## config.mk

```make
export PLATFORM = sky130hd
export DESIGN_NAME = rob_retire
export DESIGN_NICKNAME = d
export VERILOG_FILES = /design/src/rtl/rob_retire.sv
export SDC_FILE = /design/constraint.sdc
export NUM_CORES = 1
export LEC_CHECK = 0
export ABC_CLOCK_PERIOD_IN_PS = 2500
export CAP_MARGIN = 20
export CORE_MARGIN = 2
export CORE_UTILIZATION = 60
export DETAILED_ROUTE_END_ITERATION = 6
export DONT_BUFFER_PORTS = 1
export GPL_TIMING_DRIVEN = 0
export PLACE_DENSITY = 0.8
export SLEW_MARGIN = 0
export SYNTH_ARGS = -nofsm -noshare
export SYNTH_HDL_FRONTEND = slang
export SYNTH_SLANG_ARGS = --single-unit
```

## constraint.sdc

```tcl
create_clock -name clk -period 2.5 [get_ports clk]
set_input_delay 0.375 -clock clk [delete_from_list [all_inputs] [get_ports clk]]
set_output_delay 0.375 -clock clk [all_outputs]
set_load 0.1 [all_outputs]
```

## src/rtl/rob_retire.sv

```systemverilog
// ROB retire stage: dual in-order commit, committed RAT, phys reg free.
// Optional retirement counter enabled by ROB_RETIRE_STATS_EN.
module rob_retire #(
  parameter int TAG_W     = 4,
  parameter int PHYS_W    = 8,
  parameter int ARCH_REGS = 32
) (
  input  logic                   clk,
  input  logic                   rst,
  input  logic [1:0]             head_valid,
  input  logic [1:0]             head_commit_ready,
  input  logic [1:0][TAG_W-1:0]  head_tag,
  input  logic [1:0][PHYS_W-1:0] head_phys_rd,
  input  logic [1:0][4:0]        head_arch_rd,
  output logic [1:0]             commit_en,
  output logic [1:0]             free_valid,
  output logic [1:0][PHYS_W-1:0] free_phys,
  input  logic                   free_ready,
  output logic [TAG_W-1:0]       last_tag,
  input  logic [4:0]             crat_raddr,
  output logic [PHYS_W-1:0]      crat_rdata
`ifdef ROB_RETIRE_STATS_EN
  ,
  output logic [63:0]            retired_count
`endif
);

  logic [PHYS_W-1:0] crat [ARCH_REGS];

  logic              out_free;
  logic [1:0]        wr;
  logic [PHYS_W-1:0] old0;
  logic [PHYS_W-1:0] old1;
  logic [1:0]        nxt_fv;
  logic [1:0][PHYS_W-1:0] nxt_fp;

  // Retire decision and displaced-register selection
  always_comb begin
    out_free     = !(|free_valid) || free_ready;
    commit_en    = 2'b00;
    commit_en[0] = head_valid[0] & head_commit_ready[0] & out_free;
    commit_en[1] = commit_en[0] & head_valid[1]
                 & head_commit_ready[1];
    wr[0] = commit_en[0] && (head_arch_rd[0] != 5'd0);
    wr[1] = commit_en[1] && (head_arch_rd[1] != 5'd0);
    old0  = crat[head_arch_rd[0]];
    old1  = crat[head_arch_rd[1]];
    if (wr[0] && head_arch_rd[0] == head_arch_rd[1])
      old1 = head_phys_rd[0];
    nxt_fv    = wr;
    nxt_fp[0] = wr[0] ? old0 : '0;
    nxt_fp[1] = wr[1] ? old1 : '0;
  end

  // Committed RAT; slot 1 written last so it wins on a shared arch_rd
  always_ff @(posedge clk or negedge rst) begin
    if (!rst) begin
      for (int i = 0; i < ARCH_REGS; i++)
        crat[i] <= PHYS_W'(i);
    end else begin
      if (wr[0])
        crat[head_arch_rd[0]] <= head_phys_rd[0];
      if (wr[1])
        crat[head_arch_rd[1]] <= head_phys_rd[1];
    end
  end

  // Free output register and youngest retired tag
  always_ff @(posedge clk or negedge rst) begin
    if (!rst) begin
      free_valid <= '0;
      free_phys  <= '0;
      last_tag   <= '0;
    end else begin
      if (out_free) begin
        free_valid <= nxt_fv;
        free_phys  <= nxt_fp;
      end
      if (commit_en[1])
        last_tag <= head_tag[1];
      else if (commit_en[0])
        last_tag <= head_tag[0];
    end
  end

  // CRAT read reflects state at the last edge
  always_comb begin
    crat_rdata = crat[crat_raddr];
  end

`ifdef ROB_RETIRE_STATS_EN
  // Retired-entry counter, x0 retirements included
  always_ff @(posedge clk or negedge rst) begin
    if (!rst)
      retired_count <= '0;
    else
      retired_count <= retired_count
                     + 64'(commit_en[0])
                     + 64'(commit_en[1]);
  end
`endif

endmodule

```

==> flow_metrics.py, run 1 <==
metrics = {
    "status": {
        "status": "aborted with a tool error",
        "lastStage": "global routing",
        "error": "[ERROR GRT-0232] Routing congestion too high. Check the congestion heatmap in the GUI.",
    },
    "synthesis": {
        "yosys_warnings": 0,
        "yosysTopAreaCellShare_pct": 25.2,
        "yosys-mux-area-fraction_pct": 25.9,
        "synth_cell_types": 60,
        "synth-compound-area-share_pct": 14.5,
        "synthTopCellsByArea": "dfrtp_1 (25%), mux2i_1 (18%), dfstp_2 (11%)",
        "synth_top_cell_by_area": "dfrtp_1",
        "syn_area_sq_um": 19700,
        "ys_async_sr_fraction_pct": 100,
        "avgSynthCellArea_sq_um": 9.03,
        "synth-edff-count": 0,
        "synthXorXnorAreaFrac_pct": 0.178,
        "synth_simple_gate_area_share_pct": 18.8,
        "syn_nets": 2224,
        "synth_cells": 2178,
        "synth_seq_cells": 278,
        "synth_top_family_by_area": "multiplexers",
        "synth_fa_ha_area_share_pct": 0,
        "seq_area_frac_synth_pct": 35.9,
        "synth_flop_cell": "dfrtp_1",
    },
    "place": {
        "pre_cts_ws_ns": -1.26,
        "globalplace.congestion": 1.25,
        "port_buffers": 0,
        "dpl.hpwl_microns": 80300,
        "dpl.cell_count": 2627,
    },
    "global_routing": {
        "track_usage_pct": 77.7,
        "grt-ovfl-total": 2,
        "grt_max_degree": 279,
    },
    "sta": {
        "worst_endpoint": "crat_rdata[1]",
        "worstEndpointType": "primary output",
    },
    "die": {
        "initial_core_util_pct": 60.7,
        "rows": 66,
        "die_x_microns": 185,
        "die_height_microns": 185,
        "pin_count": 78,
    },
    "cts": {
        "cts_sinks": 278,
        "root_buffer": "clkbuf_16",
        "clk_path_buf_depth": 3,
        "h-tree-depth": 1,
        "numCtsBuffers": 30,
    },
}
==> repair_timing <==
item,4_1_cts
endpoints found under the setup margin,276
pin swaps,41
hold endpoints to repair,294
hold buffers,13
gates resized for setup,172
gates cloned,5
buffers inserted,49
==> cell usage after synthesis, types with 7 or more instances <==
master,n
nand2_1,435
mux2i_1,344
dfrtp_1,198
nor2_1,186
a31oi_1,128
clkbuf_1,120
o21ai_0,110
o22ai_1,87
dfstp_2,80
mux4_2,65
buf_2,47
a211oi_1,41
nor4_1,41
nor2b_1,37
a21oi_1,23
o21ai_1,18
buf_4,17
mux2_2,16
inv_1,14
buf_1,13
nand3_1,12
nand2b_1,11
nand4b_1,10
nand4bb_1,10
nor2_4,10
a22o_1,8
a211o_1,7
a32oi_1,7
o211ai_1,7
o22a_1,7
or4b_2,7
==> stage by stage <==
stage	hold WS, ns	setup TNS [ns]	utilization [%]	cell area (sq um)
3_3_place_gp	0.0848	-131.10	62.9	20300
3_5_place_dp	0.0867	-127.50	63.2	20500
2_1_floorplan	0.0794	-0.0479	-	19800
4_1_cts	-0.524	-5.18	69.9	22600
==> routing by layer <==
layer  overflow  track usage, %
met5          0            54.1
met4          1            69.8
met3          0            66.9
met2          1            89.4
met1          0            79.9
==> logic make-up after synthesis <==
kind of cell | count (synthesis)
flops | 278
mux | 425
xor+xnor | 4
buf+inv | 213
simple gates | 799
compound gates | 459
==> run 2: changes to the inputs <==
Settings changed: CORE_UTILIZATION 60 to 40, PLACE_DENSITY 0.8 to not set, PLACE_DENSITY_LB_ADDON set to 0.15.
==> run 2 against run 1 <==
Against the previous run: the flow now finishes, with violations (hold timing, setup timing); synthesized cell count unchanged; area after synthesis unchanged.
==> flow_metrics.py, run 2 <==
metrics = {
    "cells_and_area": {
        "nFillCells": 4423,
        "final_common_cell": "mux2i_1",
        "top_register": "crat",
        "drive_gt1_share_pct": 34.0,
        "syn_to_final_growth_pct": 29.1,
        "final_cell_mix": "mux2i_1 (341), nand2_1 (328), nor2_1 (164), dfrtp_1 (158), a31oi_1 (125)",
        "multi_input_area_sq_um": 13000,
        "nets": 2423,
        "reg_top3": "crat x256, free_phys x16, last_tag x4",
        "regArea_sq_um": 7120,
        "largest_register_ffs": 256,
        "finish.utilization_pct": 52.1,
    },
    "cts": {
        "ctsHoldBuffers": 7,
        "root_buffer": "clkbuf_16",
        "clk_path_buf_depth": 3,
        "clk_latency_ns": 0.58,
        "cts_tree": "done",
        "numCtsBuffers": 35,
        "h-tree-depth": 2,
        "clk_pin_slew_worst_paths_ns": 0.06,
        "cts_sinks": 278,
    },
    "route": {
        "vias": 21500,
        "drtPass1Iterations": 6,
        "viasPerCell": 7.02,
        "routed_wl_microns": 135000,
        "ant_nets": 0,
        "drtIter0Drc": 3421,
        "avgRoutedWirePerCell_microns": 43.9,
        "drc": 0,
    },
    "sta": {
        "holdWs_ns": -0.493,
        "clock.fmax_ghz": 0.338,
        "worst_pin_slew_ns": 1.32,
        "tns_ns": -7.03,
        "finClkSkew_ns": 0.0180,
        "setup_viol": 85,
        "slew_viol_final": 0,
        "hold_viol_final": 245,
        "finalCritPeriodShare_pct": 118,
        "slew_headroom_pct": 11.9,
        "rsz0062_at_grt": "yes",
        "layout_min_cycle_time_ns": 2.96,
        "layout_setup_ws_ns": -0.456,
    },
    "synthesis": {
        "avgSynthCellArea_sq_um": 9.03,
        "yosysMostFrequentCell": "nand2_1",
        "synth_cell_types": 60,
        "yosysTopAreaCellShare_pct": 25.2,
        "ys_async_sr_fraction_pct": 100,
        "seq_area_frac_synth_pct": 35.9,
        "yosys_warnings": 0,
        "synth-edff-count": 0,
        "synth_common_cells": "nand2_1 (435), mux2i_1 (344), dfrtp_1 (198), nor2_1 (186), a31oi_1 (128)",
        "synth_flop_cell": "dfrtp_1",
        "synthTopCellsByArea": "dfrtp_1 (25%), mux2i_1 (18%), dfstp_2 (11%)",
        "synth_cells": 2178,
        "synth_seq_cells": 278,
        "synth_top_cell_by_area": "dfrtp_1",
        "syn_nets": 2224,
        "syn_area_sq_um": 19700,
    },
    "critical_path": {
        "path_cells": "mux4_2 -> mux2_2 -> a211oi_2 -> a21oi_4",
        "ff2ff_setup_slack_ns": -0.22,
        "critPathSlowestCell": "mux4_2",
        "critPathArrivalTime_ns": 2.58,
        "crit_cells": 4,
        "crit_fanout": 4,
        "worst-path-buf-inv": 0,
        "critPathRequiredTime_ns": 2.12,
        "critPathTopFamily": "multiplexers",
        "worst_r2r_path_depth": 9,
        "start_kind": "flop",
        "worstReg2RegStart": "free_valid[0]",
        "end_kind": "primary output",
        "critPathKind": "flop to primary output",
        "r2r-end": "free_phys[9]",
        "max_stage_delay_ns": 0.51,
    },
    "global_routing": {
        "antenna_found_initial": 9,
        "grt-ovfl-total": 0,
        "grt_max_degree": 279,
        "track_usage_pct": 52.1,
        "grt_pass1_wl_microns": 177000,
        "grt_pass1_vias": 20200,
    },
    "power": {
        "power_mw": 16.9,
        "leakage_nw": 10.1,
        "ir_drop_v": 0.000506,
        "power_density_nw_per_um2": 664,
    },
    "job": {
        "maxCapViolations": 0,
    },
    "die": {
        "initial_core_util_pct": 40.3,
        "die_area_sq_um": 50900,
        "core-area_sq_um": 48700,
        "die_x_microns": 226,
        "die_height_microns": 226,
        "rows": 81,
        "pin_count": 78,
    },
    "place": {
        "dpl.hpwl_microns": 99900,
        "port_buffers": 0,
        "globalplace.congestion": 1.07,
    },
    "status": {
        "violations": "hold timing, setup timing",
        "status": "finished with violations",
    },
    "worst_hold_path": {
        "min_path_type": "input port to async pin",
    },
}
run 2: report_power, final:
group          internal (mW)  switching [mW]  leakage, nW
Sequential              5.39            1.65         3.41
Combinational           1.72            2.85         6.14
Clock                   3.09            2.16        0.551
Total                   10.2            6.66         10.1
run 2: timing repair:
action,CTS,global route
gates cloned,4,15
buffers inserted,47,48
pin swaps,48,50
gates resized for setup,227,427
hold endpoints to repair,285,278
setup endpoints to repair,276,268
run 2: area by class of cell:
cell class	instances	area share (%)
timing repair buffer	169	8.02
multi-input combinational	1687	51.1
buffer	192	4.84
tap	664	3.27
clock inverter	4	0.291
clock buffer	56	4.17
sequential	278	28.0
antenna	2	0.0197
inverter	14	0.207
run 2: per-stage QoR:
stage | cells | setup WS [ns] | area (sq um) | hold slack, ns
floorplan | 2178 | -0.00665 | 19800 | 0.0794
global placement | 2842 | -1.58 | 20600 | 0.0851
detailed placement | 2880 | -1.53 | 21300 | 0.0849
CTS | 2995 | -0.410 | 23700 | -0.498
global route | 3064 | -0.437 | 25400 | -0.488
finish | 3066 | -0.456 | 25400 | -0.493
run 2: cells by family (layout without fill, tap and decap cells):
| group | count (synthesis) | count (layout) | share of synthesized area [%] |
|---|---|---|---|
| other | 0 | 2 | 0 |
| DFF | 278 | 278 | 35.9 |
| muxes | 425 | 425 | 25.9 |
| and+or+nand+nor | 799 | 799 | 18.8 |
| xor gates and xnor gates | 4 | 4 | 0.178 |
| AOI/OAI and AO/OA | 459 | 459 | 14.5 |
| buffers and inverters | 213 | 435 | 4.79 |
run 2: worst register-to-register path: cells and delay by family, from the launching register on:
kind / cells / cell delay (ns)
AOI/OAI and AO/OA: 3 / 0.76
buffers and inverters: 4 / 0.52
DFF: 1 / 0.63
and+or+nand+nor: 2 / 0.66
run 2: how the worst max path moves through the flow:
stage,slack [ns],startpoint,to
2_1_floorplan,-0.007,free_valid[0],free_phys[10]
3_3_place_gp,-1.58,head_arch_rd[5],free_phys[15]
3_5_place_dp,-1.53,head_arch_rd[5],free_phys[15]
4_1_cts,-0.41,crat[233],crat_rdata[1]
5_1_grt,-0.44,crat[105],crat_rdata[1]
6_report,-0.46,crat[141],crat_rdata[5]
run 2: layer usage:
metal  global-route usage (%)  wire, microns  share of wire [%]
met1                     63.5          48700                 36
met2                     72.5          53600                 40
met3                     20.2          18300                 14
met4                     42.4          13900                 10
met5                     1.37            192               0.14
Note: power is estimated with default switching activity, not from simulation.
==> run 3: changes to the inputs <==
Settings changed: CORE_MARGIN 2 to 10.
==> run 3 against run 2 <==
Against the previous run: the run ends with hold timing, capacitance limit, slew limit, setup timing left; clock-buffer cell count fell by 8; non-clock buffer count rose by 6; power rose by 3.6%; setup slack got worse by 0.025 ns; via count rose by 2.2%; die area rose by 15%; global-route usage fell by 7.9 points; worst hold slack improved by 0.011 ns; final area rose by 4.9%; critical endpoint is now crat_rdata[1]; largest power group unchanged; highest routed layer unchanged.
==> flow_metrics.py, run 3 (synthesis gave the netlist of run 2 again) <==
metrics = {
    "status": {
        "status": "finished with violations",
        "violations": "hold timing, capacitance limit, slew limit, setup timing",
    },
    "job": {
        "maxCapViolations": 2,
    },
    "power": {
        "ir_drop_v": 0.000658,
        "p_switching_mw": 6.96,
        "power_density_nw_per_um2": 656,
        "combPwrFrac_pct": 27.2,
        "p_int_mw": 10.5,
        "switching_share_pct": 39.8,
        "power_mw": 17.5,
        "seq_power_share_pct": 40.4,
        "leakage_nw": 10.3,
        "clockPowerShare_pct": 32.4,
    },
    "sta": {
        "setup_viol": 264,
        "finalCritPeriodShare_pct": 119,
        "slew_viol_final": 21,
        "clock.fmax_ghz": 0.335,
        "layout_setup_ws_ns": -0.482,
        "hold_viol_final": 247,
        "finClkSkew_ns": 0.0205,
        "tns_ns": -48.20,
        "layout_min_cycle_time_ns": 2.98,
        "holdWs_ns": -0.482,
        "worst_pin_slew_ns": 1.72,
        "slew_headroom_pct": -14.8,
        "rsz0062_at_grt": "yes",
    },
    "place": {
        "port_buffers": 0,
        "dpl.hpwl_microns": 99500,
        "dpl.cell_count": 2872,
        "globalplace.congestion": 1.10,
        "place_area_sq_um": 21200,
        "pre_cts_ws_ns": -1.60,
    },
    "cells_and_area": {
        "final_common_cell": "mux2i_1",
        "top_register": "crat",
        "nets": 2435,
        "syn_to_final_growth_pct": 35.4,
        "fin_cells": 3087,
        "drive_gt1_share_pct": 39.2,
        "final_cell_mix": "mux2i_1 (340), nand2_1 (288), dfrtp_1 (163), nor2_1 (124), nand2_2 (118)",
        "reg_top3": "crat x256, free_phys x16, last_tag x4",
        "stdcell_area_sq_um": 26600,
        "finish.utilization_pct": 54.6,
        "largest_register_ffs": 256,
    },
    "global_routing": {
        "track_usage_pct": 44.3,
        "antenna_found_initial": 8,
        "grt_pass1_wl_microns": 178000,
        "grt_max_degree": 279,
        "grt_pass1_vias": 19900,
        "grt-ovfl-total": 0,
    },
    "cts": {
        "clk_path_buf_depth": 3,
        "ctsHoldBuffers": 9,
        "clk_latency_ns": 0.58,
        "root_buffer": "clkbuf_16",
        "clk_pin_slew_worst_paths_ns": 0.06,
        "numCtsBuffers": 36,
        "cts_sinks": 278,
        "h-tree-depth": 2,
        "cts_tree": "done",
    },
    "route": {
        "avgRoutedWirePerCell_microns": 44.7,
        "ant_nets": 0,
        "drc": 0,
        "routed_wl_microns": 138000,
        "viasPerCell": 7.12,
        "drtPass1Iterations": 6,
        "vias": 22000,
        "drtIter0Drc": 2952,
    },
    "critical_path": {
        "critPathRequiredTime_ns": 2.12,
        "critPathArrivalTime_ns": 2.61,
        "ff2ff_setup_slack_ns": -0.37,
        "crit_fanout": 2,
        "critPathKind": "flop to primary output",
        "start_kind": "flop",
        "r2r-end": "free_phys[10]",
        "worst_r2r_path_depth": 10,
        "end_kind": "primary output",
        "worstReg2RegStart": "free_valid[0]",
    },
    "die": {
        "die_height_microns": 242,
        "rows": 81,
        "die_x_microns": 242,
        "initial_core_util_pct": 40.3,
        "core-area_sq_um": 48700,
        "die_area_sq_um": 58400,
        "pin_count": 78,
    },
    "worst_hold_path": {
        "min_path_type": "input port to async pin",
    },
}
==> run 3: how the worst max path moves through the flow <==
stage                               start             to  cells after the start
final                           crat[233]  crat_rdata[1]                      5
after detailed placement  head_arch_rd[5]  free_phys[10]                      8
after global routing            crat[233]  crat_rdata[1]                      5
after CTS                       crat[233]  crat_rdata[1]                      5
after global placement    head_arch_rd[5]  free_phys[10]                      8
after floorplan             free_valid[0]  free_phys[10]                      7
==> run 3: area by class of cell <==
class | instances | area [sq um]
tap | 664 | 831
buffer | 189 | 1210
fill | 4284 | 22100
clock inverter | 18 | 206
sequential | 278 | 7110
antenna | 6 | 15.0
clock buffer | 48 | 1040
inverter | 14 | 52.6
multi-input combinational | 1692 | 13900
timing repair buffer | 178 | 2230
==> run 3: repair_timing <==
item	4_1_cts	5_1_grt
pin swaps	33	84
endpoints found under the hold margin	288	278
endpoints found under the setup margin	276	226
setup buffers	46	55
cloned	6	26
gates resized for setup	220	644
==> run 3: power by group through the flow <==
stage	sequential, mW	clock [mW]	combinational (mW)
global route	6.98	5.80	4.78
floorplan	6.10	0	2.29
CTS	6.92	5.61	3.98
finish	7.06	5.66	4.76
global placement	6.98	0	3.60
detailed placement	6.99	0	3.74
==> run 3: layer usage <==
layer,global-route usage [%],wire (microns)
met4,34.3,14700
met5,2.01,160
met2,62.4,55500
met1,51.2,49100
met3,20.4,18500
==> run 3: worst max-delay path: stages, from the launching register on <==
cell,delay (ns)
dfstp_2,0.57
mux4_2,0.36
nor2_2,0.05
nor4_2,0.29
a211oi_2,0.12
a21oi_4,0.64
